## config.mk

```make
export PLATFORM = sky130hd
export DESIGN_NAME = lfsr_misr_bist
export DESIGN_NICKNAME = d
export VERILOG_FILES = /design/src/rtl/lfsr_misr_bist.sv
export SDC_FILE = /design/constraint.sdc
export NUM_CORES = 1
export LEC_CHECK = 0
export BUFFER_PORTS_ARGS = -buffer_cell sky130_fd_sc_hd__buf_2
export CORE_UTILIZATION = 41
export DETAILED_ROUTE_END_ITERATION = 10
export HOLD_SLACK_MARGIN = 0.12
export SLEW_MARGIN = 10
export SYNTH_ARGS = -nofsm -noshare
export SYNTH_HDL_FRONTEND = slang
export SYNTH_SLANG_ARGS = --single-unit
```

## constraint.sdc

```tcl
create_clock -name CK -period 2.8 [get_ports CK]
set_clock_uncertainty 0.1 [all_clocks]
set_input_delay 0.14 -clock CK [delete_from_list [all_inputs] [get_ports CK]]
set_output_delay 0.14 -clock CK [all_outputs]
set_load 0.02 [all_outputs]
```

## src/rtl/lfsr_misr_bist.sv

```systemverilog
// BIST engine: a Galois LFSR drives stimulus into one core, a Galois MISR compacts
// its responses, and the final signature is compared against a golden value.
module lfsr_misr_bist #(
   parameter int               WIDTH    = 16,
   parameter logic [WIDTH-1:0] POLY     = 16'hB400,
   parameter logic [WIDTH-1:0] SEED     = 16'h0001,
   parameter int               PATTERNS = 256
) (
   input  logic             CK,
   input  logic             RN,
   input  logic             START,
   input  logic             ABORT,
   input  logic [WIDTH-1:0] RESP,
   input  logic [WIDTH-1:0] GOLDEN,
   output logic [WIDTH-1:0] PAT,
   output logic             BUSY,
   output logic             DONE,
   output logic [WIDTH-1:0] SIG,
   output logic             PASS
);

   generate
      if (SEED == '0) begin : g_bad_seed
         $error("lfsr_misr_bist: SEED must be nonzero");
      end
      if (POLY[WIDTH-1] == 1'b0) begin : g_bad_poly
         $error("lfsr_misr_bist: POLY must have its top bit set");
      end
      if (PATTERNS < 2 || longint'(PATTERNS) > ((longint'(1) << WIDTH) - 1)) begin : g_bad_count
         $error("lfsr_misr_bist: PATTERNS out of range");
      end
   endgenerate

   localparam logic [WIDTH-1:0] LAST = WIDTH'(PATTERNS - 1);

   typedef enum logic [1:0] {
      S_IDLE,
      S_RUN,
      S_DRAIN,
      S_DONE
   } state_t;

   state_t           state_q, state_d;
   logic [WIDTH-1:0] pat_q, pat_d;
   logic [WIDTH-1:0] sig_q, sig_d;
   logic [WIDTH-1:0] cnt_q, cnt_d;
   logic             pass_q, pass_d;
   logic [WIDTH-1:0] misr_nxt;

   // Galois right shift shared by the pattern generator and the compactor
   function automatic logic [WIDTH-1:0] sh(input logic [WIDTH-1:0] x);
      return (x >> 1) ^ (x[0] ? POLY : '0);
   endfunction

   assign misr_nxt = sh(sig_q) ^ RESP;

   always_comb begin
      state_d = state_q;
      pat_d   = pat_q;
      sig_d   = sig_q;
      cnt_d   = cnt_q;
      pass_d  = pass_q;
      if (ABORT) begin
         state_d = S_IDLE;
         pat_d   = SEED;
         sig_d   = '0;
         cnt_d   = '0;
         pass_d  = 1'b0;
      end else begin
         case (state_q)
            S_IDLE: begin
               pat_d  = SEED;
               sig_d  = '0;
               cnt_d  = '0;
               pass_d = 1'b0;
               if (START) state_d = S_RUN;
            end
            S_RUN: begin
               // response seen on count N belongs to pattern N-1, so skip count 0
               if (cnt_q != '0) sig_d = misr_nxt;
               if (cnt_q == LAST) begin
                  state_d = S_DRAIN;
               end else begin
                  pat_d = sh(pat_q);
                  cnt_d = cnt_q + WIDTH'(1);
               end
            end
            S_DRAIN: begin
               sig_d   = misr_nxt;
               pass_d  = (misr_nxt == GOLDEN);
               state_d = S_DONE;
            end
            S_DONE: begin
               if (START) begin
                  state_d = S_RUN;
                  pat_d   = SEED;
                  sig_d   = '0;
                  cnt_d   = '0;
                  pass_d  = 1'b0;
               end
            end
            default: begin
               state_d = S_IDLE;
               pat_d   = SEED;
               sig_d   = '0;
               cnt_d   = '0;
               pass_d  = 1'b0;
            end
         endcase
      end
   end

   always_ff @(posedge CK or negedge RN) begin
      if (!RN) begin
         state_q <= S_IDLE;
         pat_q   <= SEED;
         sig_q   <= '0;
         cnt_q   <= '0;
         pass_q  <= 1'b0;
      end else begin
         state_q <= state_d;
         pat_q   <= pat_d;
         sig_q   <= sig_d;
         cnt_q   <= cnt_d;
         pass_q  <= pass_d;
      end
   end

   assign PAT  = pat_q;
   assign SIG  = sig_q;
   assign BUSY = (state_q == S_RUN) || (state_q == S_DRAIN);
   assign DONE = (state_q == S_DONE);
   assign PASS = pass_q;

endmodule

```

==> impl_metrics.py, run 1 <==
metrics = {
    "sta": {
        "post-route-period-util_pct": 80.2,
        "tightestPinTransition_ps": 662,
        "setup-violations-final": 0,
        "relSlewSlack_pct": 55.9,
        "fin_tns_setup_ps": 0,
        "rsz0062_at_grt": "false",
        "worst_slack_ps": 555,
        "finalMaxSlewViolations": 0,
        "holdWs_ps": 130,
        "timing.fmax_mhz": 445,
        "min_period_ps": 2240,
        "final-hold-violation-count": 0,
    },
    "pwr": {
        "ir_drop_mv": 0.358,
        "power_density_mw_per_mm2": 795,
        "leakage_nw": 1.57,
        "design_power_total_mw": 2.69,
    },
    "worst_setup_path": {
        "crit_required_ps": 2860,
        "r2r_setup_slack_ps": 560,
        "slowest_delay_ps": 620,
        "crit_type": "flip-flop to flip-flop",
        "path_cells": "or4_4 > nor3_2 > a32o_2 > o31ai_1",
        "cp_max_fo": 32,
        "endpoint_kind": "flip-flop",
        "reg2regPathDepth": 4,
        "worst_setup_path_start_kind": "flip-flop",
        "arrival_ps": 2300,
        "worstReg2RegStart": "cnt_q[8]",
        "reg2reg_to": "SIG[14]",
        "cp_slowest_cell": "a32o_2",
    },
    "route": {
        "drt-total-wl_mm": 6.17,
        "maxUsedRoutingLayer": "met4",
        "wl_met3_um": 241,
        "avgRoutedWirePerCell_um": 14.1,
        "vias": 2302,
        "first_pass_iters": 4,
        "post-route-drc-count": 0,
        "wl_met2_mm": 2.80,
        "drt_iter0_drc": 77,
        "wl_met1_mm": 3.04,
        "postRouteAntennaNets": 0,
        "via_per_inst": 5.24,
    },
    "clock_network": {
        "cts_buffers": 5,
        "cts_tree": "yes",
        "cts_resized": 0,
        "clock_sinks": 51,
        "cts_buffer_depth": 2,
        "htree_levels": 2,
        "worst_skew_pair.late_latency_ps": 300,
        "clk_pin_slew_ps": 90,
        "root_buffer": "clkbuf_8",
    },
    "floorplan": {
        "rows": 29,
        "initial_core_util_pct": 42.8,
        "core_sq_mm": 0.00642,
        "ios": 71,
        "die_h_um": 83.8,
        "die_w_um": 83.8,
        "dieArea_sq_mm": 0.00703,
    },
    "logic_synthesis": {
        "yosys_warnings": 0,
        "ys_dominant_reg_cell": "dfrtp_1",
        "ys_top_cells_by_count": "50 x dfrtp_1, 36 x nand2_1, 30 x xnor2_1",
        "postSynth.asyncResetShare_pct": 100,
        "synth_top_cell_area_share_pct": 45.6,
        "yosysTopAreaCell": "dfrtp_1",
        "synth-edff-count": 0,
        "synth.area.top_cells": "dfrtp_1 46%, xnor2_1 9.6%, o31ai_1 5.2%, nand2_1 4.9%, o21ai_0 4.7%",
        "synth_nets": 319,
        "syn-cell-area_sq_mm": 0.00275,
        "synthMostInstantiatedCell": "dfrtp_1",
        "yosysUniqueCellTypes": 38,
        "postSynthCellCount": 277,
        "seq_area_frac_synth_pct": 46.5,
        "synth-seq-cells": 51,
        "synth.avg_cell_area_sq_um": 9.91,
    },
    "grt": {
        "grt_pass1_vias": 2188,
        "grt_max_degree": 36,
        "grt_pass1_wl_mm": 10.6,
        "antenna_found_initial": 0,
        "grt-ovfl-total": 0,
        "grtUsageTotal_pct": 18.8,
    },
    "placement": {
        "pre_cts_ws_ps": 561,
        "hpwl_mm": 4.42,
        "port_buffers": 70,
        "gp_congestion": 0.794,
    },
    "worst_hold_path": {
        "hold_depth": 3,
        "hp-class": "primary input to flip-flop",
        "holdPathEnd": "SIG[9]",
        "min-delay-start": "RESP[9]",
    },
    "finish": {
        "drive_gt1_share_pct": 25.1,
        "fin_nets": 403,
        "syn2layout_area_growth_pct": 23.2,
        "n_fill_cell": 594,
        "antenna_cells": 0,
        "final_util_pct": 52.7,
        "seqCellArea_sq_mm": 0.00128,
        "multi_input_area_sq_mm": 0.00136,
    },
    "status": {
        "outcome": "completed",
    },
    "job": {
        "drv_cap": 0,
    },
}
cells in the final DEF, fill, tap and decap left out, types with 8 or more instances in the layout:
cell type      instances
buf_2                 70
nor2_1                13
o31ai_1               19
xor2_1                10
xnor2_1               30
nand3_1                8
dlygate4sd3_1         15
nand2_1               36
o21ai_0               26
dfrtp_1               50
a22o_1                12
worst max-delay path by stage:
stage | from | endpoint | slack, ps | cells past startpoint
5_1_grt | cnt_q[0] | cnt_q[6] | 360 | 7
3_5_place_dp | cnt_q[8] | SIG[6] | 560 | 4
4_1_cts | cnt_q[8] | SIG[14] | 550 | 4
2_1_floorplan | state_q[0] | cnt_q[11] | 930 | 6
6_report | cnt_q[8] | SIG[14] | 560 | 4
3_3_place_gp | cnt_q[9] | SIG[8] | 600 | 4
cell type report:
type	instances	share of cell area, %
Sequential cell	51	37.8
Clock buffer	7	2.55
Inverter	5	0.555
Multi-Input combinational cell	208	40.2
Clock inverter	1	0.148
Timing Repair Buffer	90	15.9
Tap cell	77	2.85
critical path, delay by kind of cell, from the launching register on:
family,cells,cell delay (ps)
AO/OA/AOI/OAI,2,790
AND/OR/NAND/NOR,2,760
flip-flops,1,430
metrics by stage:
step                std cells  cell area, sq um
global route              439              3380
global placement          416              3140
floorplan                 277              2750
CTS                       439              3380
finish                    439              3380
detailed placement        416              3140
cells by family (layout without fill, tap and decap cells):
family | Yosys count | after routing | synth area share (%)
AND/OR/NAND/NOR | 87 | 87 | 15.5
AO/OA/AOI/OAI | 75 | 75 | 18.4
flip-flops | 51 | 51 | 46.5
XOR/XNOR | 40 | 40 | 12.8
buffers and inverters | 18 | 103 | 4.10
adder cells (fa/ha/maj) | 6 | 6 | 2.73
flip-flops by register name, indices dropped and copies added (netlist names):
register  cells
SIG          16
cnt_q        16
PASS          1
PAT          16
state_q       2
report_power, final:
group	switching, mW	internal, mW
clock network	0.240	0.200
registers	0.159	0.883
logic	0.741	0.466
total	1.14	1.55
layer usage:
layer,GRT usage [%],up-vias
li1,-,1160
met1,27.0,1088
met2,28.7,45
met3,3.56,9
met4,5.80,0
met5,0,-
what timing repair did:
| item | in CTS | in global routing |
|---|---|---|
| hold buffers | 15 | 0 |
| hold endpoints to repair | 32 | 0 |
| buffers inserted | 0 | 0 |
(Power assumes the default switching activity.)
==> run 2, diff against run 1 <==
==> constraint.sdc (replaced) <==
create_clock -name CK -period 2.3 [get_ports CK]
set_clock_uncertainty 0.1 [all_clocks]
set_input_delay 0.115 -clock CK [delete_from_list [all_inputs] [get_ports CK]]
set_output_delay 0.115 -clock CK [all_outputs]
set_load 0.02 [all_outputs]
==> impl_metrics.py, run 2 (synthesized netlist as in run 1, its figures left out) <==
metrics = {
    "route": {
        "avgRoutedWirePerCell_um": 14.3,
        "drt_iter0_drc": 100,
        "via_per_inst": 5.32,
        "first_pass_iters": 4,
        "wl_met3_um": 283,
        "maxUsedRoutingLayer": "met4",
        "wl_met2_mm": 2.90,
        "postRouteAntennaNets": 0,
        "vias": 2356,
        "wl_met1_mm": 3.06,
        "post-route-drc-count": 0,
        "drt-total-wl_mm": 6.33,
    },
    "clock_network": {
        "cts_buffer_depth": 2,
        "cts_setup_buffers": 0,
        "cts_tree": "yes",
        "htree_levels": 2,
        "worst_skew_pair.late_latency_ps": 300,
        "cts_buffers": 5,
        "clock_sinks": 51,
        "root_buffer": "clkbuf_8",
        "clk_pin_slew_ps": 100,
    },
    "sta": {
        "setup-violations-final": 0,
        "min_period_ps": 2060,
        "tightestPinTransition_ps": 668,
        "relSlewSlack_pct": 55.5,
        "timing.fmax_mhz": 486,
        "worst_slack_ps": 243,
        "finalMaxSlewViolations": 0,
        "final-hold-violation-count": 0,
        "rsz0062_at_grt": "false",
        "fin_tns_setup_ps": 0,
        "post-route-period-util_pct": 89.5,
    },
    "floorplan": {
        "die_h_um": 83.8,
        "dieArea_sq_mm": 0.00703,
        "initial_core_util_pct": 42.8,
        "die_w_um": 83.8,
        "ios": 71,
        "core_sq_mm": 0.00642,
        "rows": 29,
    },
    "pwr": {
        "design_power_total_mw": 3.44,
        "p_sw_share_pct": 41.0,
        "combPwrFrac_pct": 45.4,
        "p_int_mw": 2.03,
        "power_density_mw_per_mm2": 986,
        "leakage_nw": 1.61,
        "seq_power_share_pct": 36.3,
        "power.share.clock_pct": 18.3,
        "switching_power_mw": 1.41,
        "ir_drop_mv": 0.504,
    },
    "placement": {
        "pre_cts_ws_ps": 154,
        "port_buffers": 70,
        "hpwl_mm": 4.32,
        "gp_congestion": 0.770,
    },
    "worst_setup_path": {
        "worstReg2RegStart": "cnt_q[0]",
        "reg2regPathDepth": 7,
        "critical_path.endpoint": "PAT[0]",
        "crit_start": "cnt_q[0]",
        "crit_type": "flip-flop to flip-flop",
        "reg2reg_to": "PAT[0]",
        "arrival_ps": 2200,
        "r2r_setup_slack_ps": 240,
        "crit_required_ps": 2440,
        "worst_setup_path_start_kind": "flip-flop",
        "endpoint_kind": "flip-flop",
        "cp_max_fo": 31,
    },
    "finish": {
        "fin_nets": 407,
        "layout_common_cells": "70 x buf_2, 50 x dfrtp_1, 35 x nand2_1, 30 x xnor2_1, 26 x o21ai_0",
        "n_fill_cell": 607,
        "drive_gt1_share_pct": 26.0,
        "layout_commonest_cell": "buf_2",
        "seqCellArea_sq_mm": 0.00128,
        "antenna_cells": 0,
        "multi_input_area_sq_mm": 0.00138,
        "syn2layout_area_growth_pct": 27.1,
    },
    "grt": {
        "grt_pass1_vias": 2255,
        "antenna_found_initial": 0,
        "grt_pass1_wl_mm": 10.7,
        "grtUsageTotal_pct": 19.0,
        "grt-ovfl-total": 0,
        "grt_max_degree": 52,
    },
    "worst_hold_path": {
        "hp-class": "primary input to flip-flop",
        "min-delay-start": "GOLDEN[1]",
    },
    "status": {
        "outcome": "completed",
    },
    "job": {
        "drv_cap": 0,
    },
}
-- run 2: worst min-delay path by stage --
| stage | endpoint | slack, ps | cells past startpoint |
|---|---|---|---|
| after floorplan | PASS | -280 | 0 |
| after global placement | PAT[4] | 180 | 2 |
| after detailed placement | PAT[4] | 170 | 2 |
| after CTS | SIG[9] | 120 | 3 |
| after global routing | PASS | 170 | 5 |
| final | PASS | 150 | 5 |
-- run 2: area by class of cell --
class,count,area share [%]
clock buffer,6,2.08
clock inverter,2,1.08
inverter,5,0.538
multi-input combinational,208,39.4
sequential,51,36.6
tap,77,2.76
timing repair buffer,94,17.5
-- run 2: what timing repair did --
item,4_1_cts,5_1_grt
hold endpoints to repair,66,1
setup endpoints to repair,0,10
hold buffers,16,1
gates resized for setup,0,3
-- run 2: routing by layer --
metal / up-vias / track usage (%)
li1: 1171 / -
met1: 1122 / 27.0
met2: 55 / 29.1
met3: 8 / 3.76
met4: 0 / 6.43
met5: - / 0
-- run 2: power groups by stage --
stage	combinational, mW	clock [mW]	sequential, mW
2_1_floorplan	0.934	0	1.42
3_3_place_gp	1.54	0	1.27
3_5_place_dp	1.54	0	1.27
4_1_cts	1.57	0.648	1.25
5_1_grt	1.72	0.677	1.28
6_report	1.56	0.629	1.25
-- run 2: critical path, cell delays in order (launching register included) --
cell	delay [ps]
dfrtp_1	420
ha_1	220
nand3_1	230
nor3_4	350
o2bb2ai_2	170
buf_12	190
inv_1	90
o22a_1	200
-- run 2: per-stage QoR --
stage               util, %  hold WS [ps]  instance area, sq um  cells
finish                 54.3           151                  3490    443
global route           54.3           174                  3490    443
CTS                    53.9           121                  3460    442
detailed placement     49.7           174                  3190    418
global placement       49.7           179                  3190    418
floorplan                 -          -281                  2750    277
